$ cat config.mk
export PLATFORM = sky130hd
export DESIGN_NAME = vsync_capture_ctrl
export DESIGN_NICKNAME = d
export VERILOG_FILES = /design/src/rtl/vsync_capture_ctrl_pkg.sv /design/src/rtl/vsync_capture_ctrl_axis_reg_slice.sv /design/src/rtl/vsync_capture_ctrl.sv
export SDC_FILE = /design/constraint.sdc
export NUM_CORES = 1
export LEC_CHECK = 0
export ABC_AREA = 1
export ABC_CLOCK_PERIOD_IN_PS = 2000
export CORE_MARGIN = 4
export CORE_UTILIZATION = 50
export DETAILED_ROUTE_END_ITERATION = 8
export GPL_TIMING_DRIVEN = 0
export PLACE_DENSITY = 0.77
export SLEW_MARGIN = 30
export SYNTH_ARGS = -nofsm -noshare
export SYNTH_HDL_FRONTEND = slang
export SYNTH_SLANG_ARGS = --single-unit
$ cat constraint.sdc
create_clock -name clk -period 2 [get_ports clk]
set_input_delay 0.4 -clock clk [delete_from_list [all_inputs] [get_ports clk]]
set_output_delay 0.4 -clock clk [all_outputs]
set_load 0.02 [all_outputs]
$ cat src/rtl/vsync_capture_ctrl_pkg.sv
// Shared types and default geometry for the vsync frame-capture sequencer.
package vsync_capture_ctrl_pkg;

  typedef enum logic [1:0] {
    ST_IDLE,
    ST_WAIT_SOF,
    ST_CAPTURE,
    ST_DRAIN
  } state_e;

  localparam int DEF_DATA_W       = 8;
  localparam int DEF_WIDTH_PIX    = 640;
  localparam int DEF_HEIGHT_LINES = 480;
  localparam int DEF_CNT_W        = 16;

endpackage

$ cat src/rtl/vsync_capture_ctrl_axis_reg_slice.sv
// Single-entry AXI-stream register stage (data/last/user); full throughput when downstream is ready.
module axis_reg_slice #(
  parameter int DATA_W = 8
) (
  input  logic              clk,
  input  logic              reset_n,
  input  logic              load,
  input  logic [DATA_W-1:0] in_data,
  input  logic              in_last,
  input  logic              in_user,
  output logic              in_ready,
  output logic              out_valid,
  input  logic              out_ready,
  output logic [DATA_W-1:0] out_data,
  output logic              out_last,
  output logic              out_user
);

  // Caller only asserts load while in_ready, so a presented beat is never overwritten.
  assign in_ready = !out_valid || out_ready;

  always_ff @(posedge clk or negedge reset_n) begin
    if (!reset_n) begin
      out_valid <= 1'b0;
      out_data  <= '0;
      out_last  <= 1'b0;
      out_user  <= 1'b0;
    end else if (load) begin
      out_valid <= 1'b1;
      out_data  <= in_data;
      out_last  <= in_last;
      out_user  <= in_user;
    end else if (out_ready) begin
      out_valid <= 1'b0;
    end
  end

endmodule

$ cat src/rtl/vsync_capture_ctrl.sv
// Frame-capture sequencer: gates the vsync pixel stream into whole, geometry-checked frames.
module vsync_capture_ctrl
  import vsync_capture_ctrl_pkg::*;
#(
  parameter int DATA_W       = DEF_DATA_W,
  parameter int WIDTH_PIX    = DEF_WIDTH_PIX,
  parameter int HEIGHT_LINES = DEF_HEIGHT_LINES,
  parameter int CNT_W        = DEF_CNT_W
) (
  input  logic              clk,
  input  logic              reset_n,
  input  logic              arm,
  input  logic              continuous,
  input  logic              abort,
  input  logic              err_clr,
  input  logic [DATA_W-1:0] s_axis_tdata,
  input  logic              s_axis_tvalid,
  output logic              s_axis_tready,
  input  logic              s_axis_tlast,
  input  logic              s_axis_tuser,
  input  logic              overflow,
  output logic [DATA_W-1:0] m_axis_tdata,
  output logic              m_axis_tvalid,
  input  logic              m_axis_tready,
  output logic              m_axis_tlast,
  output logic              m_axis_tuser,
  output logic              busy,
  output logic              frame_done,
  output logic [CNT_W-1:0]  frame_count,
  output logic              err_geom,
  output logic              err_ovf
);

  state_e           state;
  logic [CNT_W-1:0] pix, line;
  logic             slot_free, acc, load;
  logic             fwd, fwd_last, geom_hit, ovf_hit;
  logic             pix_end, line_end;

  assign pix_end  = (pix == CNT_W'(WIDTH_PIX - 1));
  assign line_end = (line == CNT_W'(HEIGHT_LINES - 1));

  // Idle discards at full rate; WAIT_SOF also waits on the slot so a held beat is never clobbered.
  always_comb begin
    s_axis_tready = 1'b0;
    case (state)
      ST_IDLE:     s_axis_tready = 1'b1;
      ST_WAIT_SOF: s_axis_tready = slot_free;
      ST_CAPTURE:  s_axis_tready = slot_free;
      default:     s_axis_tready = 1'b0;
    endcase
  end

  assign acc  = s_axis_tvalid && s_axis_tready;
  assign load = fwd && !abort;
  assign busy = (state != ST_IDLE) || m_axis_tvalid;

  always_comb begin
    fwd      = 1'b0;
    fwd_last = 1'b0;
    geom_hit = 1'b0;
    ovf_hit  = 1'b0;
    case (state)
      ST_WAIT_SOF: begin
        if (overflow)                  ovf_hit = 1'b1;
        else if (acc && s_axis_tuser)  fwd = 1'b1;
      end
      ST_CAPTURE: begin
        if (overflow) ovf_hit = 1'b1;
        else if (acc) begin
          if (s_axis_tuser) begin
            // Mid-frame SOF restarts the frame in place.
            geom_hit = 1'b1;
            fwd      = 1'b1;
          end else if (s_axis_tlast) begin
            if (pix_end) begin
              fwd      = 1'b1;
              fwd_last = line_end;
            end else begin
              geom_hit = 1'b1;
            end
          end else if (pix_end) begin
            geom_hit = 1'b1;
          end else begin
            fwd = 1'b1;
          end
        end
      end
      default: ;
    endcase
  end

  axis_reg_slice #(.DATA_W(DATA_W)) u_out (
    .clk       (clk),
    .reset_n   (reset_n),
    .load      (load),
    .in_data   (s_axis_tdata),
    .in_last   (fwd_last),
    .in_user   (s_axis_tuser),
    .in_ready  (slot_free),
    .out_valid (m_axis_tvalid),
    .out_ready (m_axis_tready),
    .out_data  (m_axis_tdata),
    .out_last  (m_axis_tlast),
    .out_user  (m_axis_tuser)
  );

  always_ff @(posedge clk or negedge reset_n) begin
    if (!reset_n) begin
      state       <= ST_IDLE;
      pix         <= '0;
      line        <= '0;
      frame_done  <= 1'b0;
      frame_count <= '0;
      err_geom    <= 1'b0;
      err_ovf     <= 1'b0;
    end else begin
      frame_done <= 1'b0;
      err_geom   <= (err_geom && !err_clr) || (geom_hit && !abort);
      err_ovf    <= (err_ovf && !err_clr) || (ovf_hit && !abort);
      if (abort) begin
        state <= ST_IDLE;
      end else begin
        case (state)
          ST_IDLE: if (arm) state <= ST_WAIT_SOF;
          ST_WAIT_SOF: begin
            if (load) begin
              pix   <= CNT_W'(1);
              line  <= '0;
              state <= ST_CAPTURE;
            end
          end
          ST_CAPTURE: begin
            if (ovf_hit) begin
              state <= ST_WAIT_SOF;
            end else if (acc) begin
              if (s_axis_tuser) begin
                pix  <= CNT_W'(1);
                line <= '0;
              end else if (geom_hit) begin
                state <= ST_WAIT_SOF;
              end else if (s_axis_tlast) begin
                if (line_end) state <= ST_DRAIN;
                line <= line + 1'b1;
                pix  <= '0;
              end else begin
                pix <= pix + 1'b1;
              end
            end
          end
          ST_DRAIN: begin
            if (m_axis_tvalid && m_axis_tready && m_axis_tlast) begin
              frame_done  <= 1'b1;
              frame_count <= frame_count + 1'b1;
              state       <= continuous ? ST_WAIT_SOF : ST_IDLE;
            end
          end
          default: state <= ST_IDLE;
        endcase
      end
    end
  end

endmodule

== Yosys cells after proc, flatten, opt, wreduce, memory -nomap -nowiden ==
Cells that the tools add are included.

* Multipliers: 0
* Div/mod/pow operators: 0
* $lt $le $gt $ge: 0
* Bitwise gates (word level): 1
* Mux-type cells: 54
* Equal/unequal tests: 17
* Shift operators: 0
* Reductions and logical operators: 25
* $add $sub $neg: 3

{| class="wikitable"
|+ Operators with widths
! operator !! number
|-
| 2-to-1 mux 16 bit || 12
|-
| one-hot mux 16 bit (2 select lines) || 2
|-
| adder 16 x 1 -> 16 bit, second input constant || 3
|-
| 2-to-1 mux 1 bit || 27
|-
| 2-to-1 mux 2 bit || 10
|-
| == test 16 x 10 -> 1 bit, second input constant || 1
|-
| == test 16 x 9 -> 1 bit, second input constant || 1
|-
| inequality test 3 bit, second input constant || 5
|-
| AND reduction 7 bit || 2
|-
| inequality test 5 bit, second input constant || 2
|-
| logical AND 1 bit || 9
|-
| inequality test 4 bit, second input constant || 2
|-
| one-hot mux 2 bit (4 select lines) || 1
|-
| inequality test 2 bit, second input constant || 3
|-
| AND reduction 6 bit || 1
|-
| nonzero test 2 bit || 3
|-
| == test 2 bit, second input constant || 2
|-
| logical OR 1 bit || 4
|-
| one-hot mux 1 bit (2 select lines) || 2
|-
| zero test 1 bit || 3
|-
| AND reduction 3 bit || 1
|-
| == test 2 x 1 -> 1 bit, second input constant || 1
|-
| zero test 2 bit || 1
|-
| OR reduction 2 bit || 1
|-
| NOT 1 bit || 1
|}

* Memories: 0
* Register bits: 64
* RAM bits: 0
* Word-level logic and storage cells: 111
* Output and inout bits: 32
* Latch bits: 0
* Input bits: 19
* Memory bits (read-only): 0

== Longest topological paths before layout ==
Gate-level depths: netlist of the first run.

* Depth in word-level cells: 13
* Depth in mapped cells: 16
* Depth with buffers taken out: 14

== Hierarchy ==
Synthesis of the first run repeated with hierarchy kept, for this count alone.

* Cell total of the unflattened synthesis: 477
* Area total of the unflattened synthesis: 3741.1 µm²

{| class="wikitable"
|+ By module, submodules not included
! module !! times used !! cells each !! area each (µm²)
|-
| vsync_capture_ctrl || 1 || 430 || 3319.4
|-
| axis_reg_slice || 1 || 47 || 421.7
|}

== Worst setup path after synthesis of the first run ==
Ideal clock, no wire load.

* Path kind: reg-to-reg
* Start: register state[0]
* End: register line[8]
* Path slack: -99 ps
* Path buffers: 2
* Period minus slack after synthesis: 2099 ps
* Arrival time: 1982 ps
* Setup time: 117 ps
* Data required time: 1883 ps
* Stages on the path, launching flop included: 16
* Cells stage by stage: dfrtp_1 inv_1 ha_1 nand2_1 nand2_1 nand3_2 nor2_4 nand3_2 nand2_2 nand3_4 nand2_2 buf_6 nand3_4 buf_6 nand2_1 nand2_1

* Longest elaborated chain between the ends: 11

{| class="wikitable"
|+ Ends and longest elaborated chain
! what !! line !! text
|-
| start, declared || vsync_capture_ctrl.sv:34 || <nowiki>state_e state;</nowiki>
|-
| start signal, assigned || vsync_capture_ctrl.sv:155 || <nowiki>state <= continuous ? ST_WAIT_SOF : ST_IDLE;</nowiki>
|-
| == test 2 bit / == test 2 x 1 -> 1 bit (equally long branches) || vsync_capture_ctrl.sv:46, vsync_capture_ctrl.sv:63, vsync_capture_ctrl.sv:124 ||
|-
| OR reduction 2 bit (no line) || - ||
|-
| one-hot mux 1 bit (2 select lines) || vsync_capture_ctrl.sv:46 || <nowiki>case (state)</nowiki>
|-
| logical AND 1 bit || vsync_capture_ctrl.sv:54 || <nowiki>assign acc = s_axis_tvalid && s_axis_tready;</nowiki>
|-
| logical AND 1 bit || vsync_capture_ctrl.sv:66 || <nowiki>else if (acc && s_axis_tuser) fwd = 1'b1;</nowiki>
|-
| 2-to-1 mux 1 bit || vsync_capture_ctrl.sv:66 ||
|-
| 2-to-1 mux 1 bit || vsync_capture_ctrl.sv:65 || <nowiki>if (overflow) ovf_hit = 1'b1;</nowiki>
|-
| one-hot mux 1 bit (2 select lines) || vsync_capture_ctrl.sv:63 || <nowiki>case (state)</nowiki>
|-
| logical AND 1 bit || vsync_capture_ctrl.sv:55 || <nowiki>assign load = fwd && !abort;</nowiki>
|-
| inequality test 2 bit (no line) || - ||
|-
| AND reduction 7 bit (no line) || - ||
|-
| end signal, assigned || vsync_capture_ctrl.sv:144 || <nowiki>line <= line + 1'b1;</nowiki>
|-
| end, declared || vsync_capture_ctrl.sv:35 || <nowiki>logic [CNT_W-1:0] pix, line;</nowiki>
|}

Parallel ways exist; a longest one is shown, timed or not.
A chain may end at the register's enable or synchronous reset.

== Worst setup path in the final report of the first run ==
* Start: register state[1]
* End: register line[5]

Same word-level chain as after synthesis.

==> results.md, run 1 <==
- Status: finished, violations left
- Violated checks: setup timing
- Slew headroom: ~63%
- Detailed Route WL: between 10000 and 15000 µm
- Crit-path slowest cell: dfrtp_2
- Peak supply drop: 591.5 µV
- Clock Tree Buf Depth: 2
- Library cells used by synthesis: 34
- Synth cell count leaders: nand2_1 (158), dfrtp_1 (64), nor2_1 (53)
- Synth Warn #: 0
- Final hold slack: between 400 and 500 ps
- Worst path required time: approximately 2200 ps
- Unrepaired setup endpoints after global routing: true
- Mapped Area: roughly 0.0037 mm²
- Total negative slack: -4076 ps
- Syn Area/Cell: around 7.5 µm²
- Crit start category: flip-flop
- First-pass GRT wire length: roughly 16000 µm
- CP Data Arrival Time: between 2000 and 2500 ps
- Mapped Nets: between 500 and 600
- Clock slew at reported path FFs: roughly 80 ps
- HPWL Detailed: roughly 6100 µm
- Final Cell Area: 0.005072 mm²
- Worst R2R Start: state[1]
- Count leader, synth: nand2_1
- CP Launch Point: state[1]
- Hold WC Path Type: reg2reg
- Post-placement cell count: 650
- Area leader, netlist: dfrtp_1
- Final ANT Viol Nets: 0
- Final WS setup: -170.8 ps
- Io pins: 51
- Worst-skew pair later-pin latency: around 350 ps
- Period Utilization, post-route: 108.5%
- Vias: around 3700
- Final Skew: 7.537 ps
- Drt drc: 0
- Static Leakage: approximately 2.3 nW
- Pre-CTS setup slack: -453.3 ps
- Area grow syn2layout: 36.09%
- Layout cells sized above 1: a little over a fifth
- Critical Path End Type: flip-flop
- Total Die Area: between 0.008 and 0.009 mm²
- Nets@finish: between 600 and 700
- Tmin final: 2171 ps
- Diodes inserted: 0
- Die Y: 94.34 µm
- Largest net degree at the start of global routing: 35
- Ys async rst share: 100.0%
- Number of vias per cell: approximately 5.3
- GRT Residual Overflow: 0
- Final hold viol count: 0
- GRT Total Usage: 21.89%
- Post-Layout Cell Count: 690
- Yosys top cell area share: between 40% and 50%
- Initial Util: 51.39%
- EDFF count, synth: 0
- Min-Delay Startpoint: frame_count[15]
- Clk Tree Root Cell: clkbuf_8
- Pwr Density: between 900 and 1000 mW/mm²
- Drt wl/cell: 14.67 µm
- Initial antenna violation count: 0
- Die width: around 94 µm
- Sequential fraction of the synthesis area: 42.97%
- CP Max Fanout: 4
- I/O Buffers: 50
- Placement Cell Area: around 0.0044 mm²
- Gpl congestion: slightly above 0.9
- Final setup vio count: 43
- WS Path Type: reg2reg
- Vias in the first global route: 3531
- Cell breakdown of the critical path: inv_4 > ha_4 > nand2_2 > nand2_2 > nand3_4 > nor2_4 > nand3_2 > nand2_2 > nand3_4 > nand2_4 > buf_6 > nand3_4 > buf_4 > nand2_1 > nand2_1
- Max_cap viols: 0
- Detailed Routing Iterations Pass 1: 4
- Fmax: between 400 and 500 MHz
- CTS tree: done
- Row count: 31
- Primary FF master, synth: dfrtp_1
- CTS sink count: 64
- Fin util: around 70%
- Inserted Clock Buffers: 9
- Power, Total: approximately 4.6 mW
- H-tree levels: 3
- Flops & latches, synth: 64
- Initial DRC count: around 200
- CP peak stage delay: 450 ps
- Final-report max-slew violation count: 0
- Core area: 0.007253 mm²
- Tightest Pin Transition: around 550 ps
- Synth Instances: 500
- Top cells by area, synth: dfrtp_1 (43%), nand2_1 (16%), nor2_1 (5.3%)
where the power goes:
group / total [mW] / switching (mW) / leakage (nW) / internal (mW)
Sequential: 1.54 / 0.121 / 0.877 / 1.42
Combinational: 1.66 / 0.963 / 1.28 / 0.697
Clock: 1.42 / 0.578 / 0.125 / 0.843
cells in the final DEF (no fill, tap or decap), types with 9 or more instances in the layout:
cell type	Yosys	routed
buf_6	3	9
inv_1	43	37
clkbuf_8	0	9
nand2_1	158	138
inv_2	8	13
o21ai_1	7	12
nor2_1	53	49
nand4_1	27	27
nand3_1	34	28
clkdlybuf4s50_1	0	47
buf_4	1	22
dfrtp_1	64	62
xor2_1	12	12
nand2_2	4	19
o21ai_0	16	11
what timing repair did:
item,CTS,global route
hold buffers,1,0
resized for setup,35,56
cloned,1,1
setup buffers,15,6
setup endpoints to repair,48,50
hold endpoints to repair,30,0
pin swaps,4,9
logic make-up after synthesis:
logic type	after synthesis	synth area share, %
simple gates	305	36.76
buf+inv	64	7.284
flops	64	42.97
compound gates	40	5.841
xor+xnor	19	4.465
fa+ha+maj	8	2.686
routing by layer:
layer / up-vias / global-route usage, % / share of wire, %
met1: 1737 / 27.24 / 40
li1: 1795 / - / -
met3: 38 / 4.303 / 5.8
met5: - / 0 / 0
met2: 115 / 36.88 / 50
met4: 0 / 9.747 / 4.1
state kept, by name (all words and copies together), names as in the netlist:
signal	count
state	2
u_out.out_data	8
frame_count	16
u_out.out_user	1
pix	16
line	16
err_ovf	1
err_geom	1
u_out.out_last	1
frame_done	1
u_out.out_valid	1
area by class of cell:
type / instances / area (µm²)
Buffer: 12 / 111.4
Clock buffer: 9 / 123.9
Clock inverter: 7 / 125.1
Fill cell: 557 / 2181
Inverter: 52 / 201.4
Multi-Input combinational cell: 372 / 2078
Sequential cell: 64 / 1604
Tap cell: 99 / 123.9
Timing Repair Buffer: 74 / 699.4
Timing Repair inverter: 1 / 5.005
final timing paths:
check / end / slack (ps) / cells after the start
worst max-delay path: line[5] / -170 / 15
max in group asynchronous: line[8] / 970 / 3
worst min register to register: frame_count[15] / 470 / 1
worst min-delay path: frame_count[15] / 470 / 1
min in group asynchronous: pix[9] / 510 / 2
worst max register to register: line[5] / -170 / 15
worst max-delay path: cells and delay by family, from the launching register on:
family                   cells  cell delay [ps]
buffers and inverters        3              330
AND/OR/NAND/NOR             11             1000
flip-flops                   1              450
adder cells (fa/ha/maj)      1              270
Note: power is estimated with default switching activity, not from simulation.
==> inputs of run 2 (changes only) <==
HOLD_SLACK_MARGIN = 0.12   (was not set)
==> results of run 2 <==
The final DEF is identical to that of run 1; final timing and power are the same.
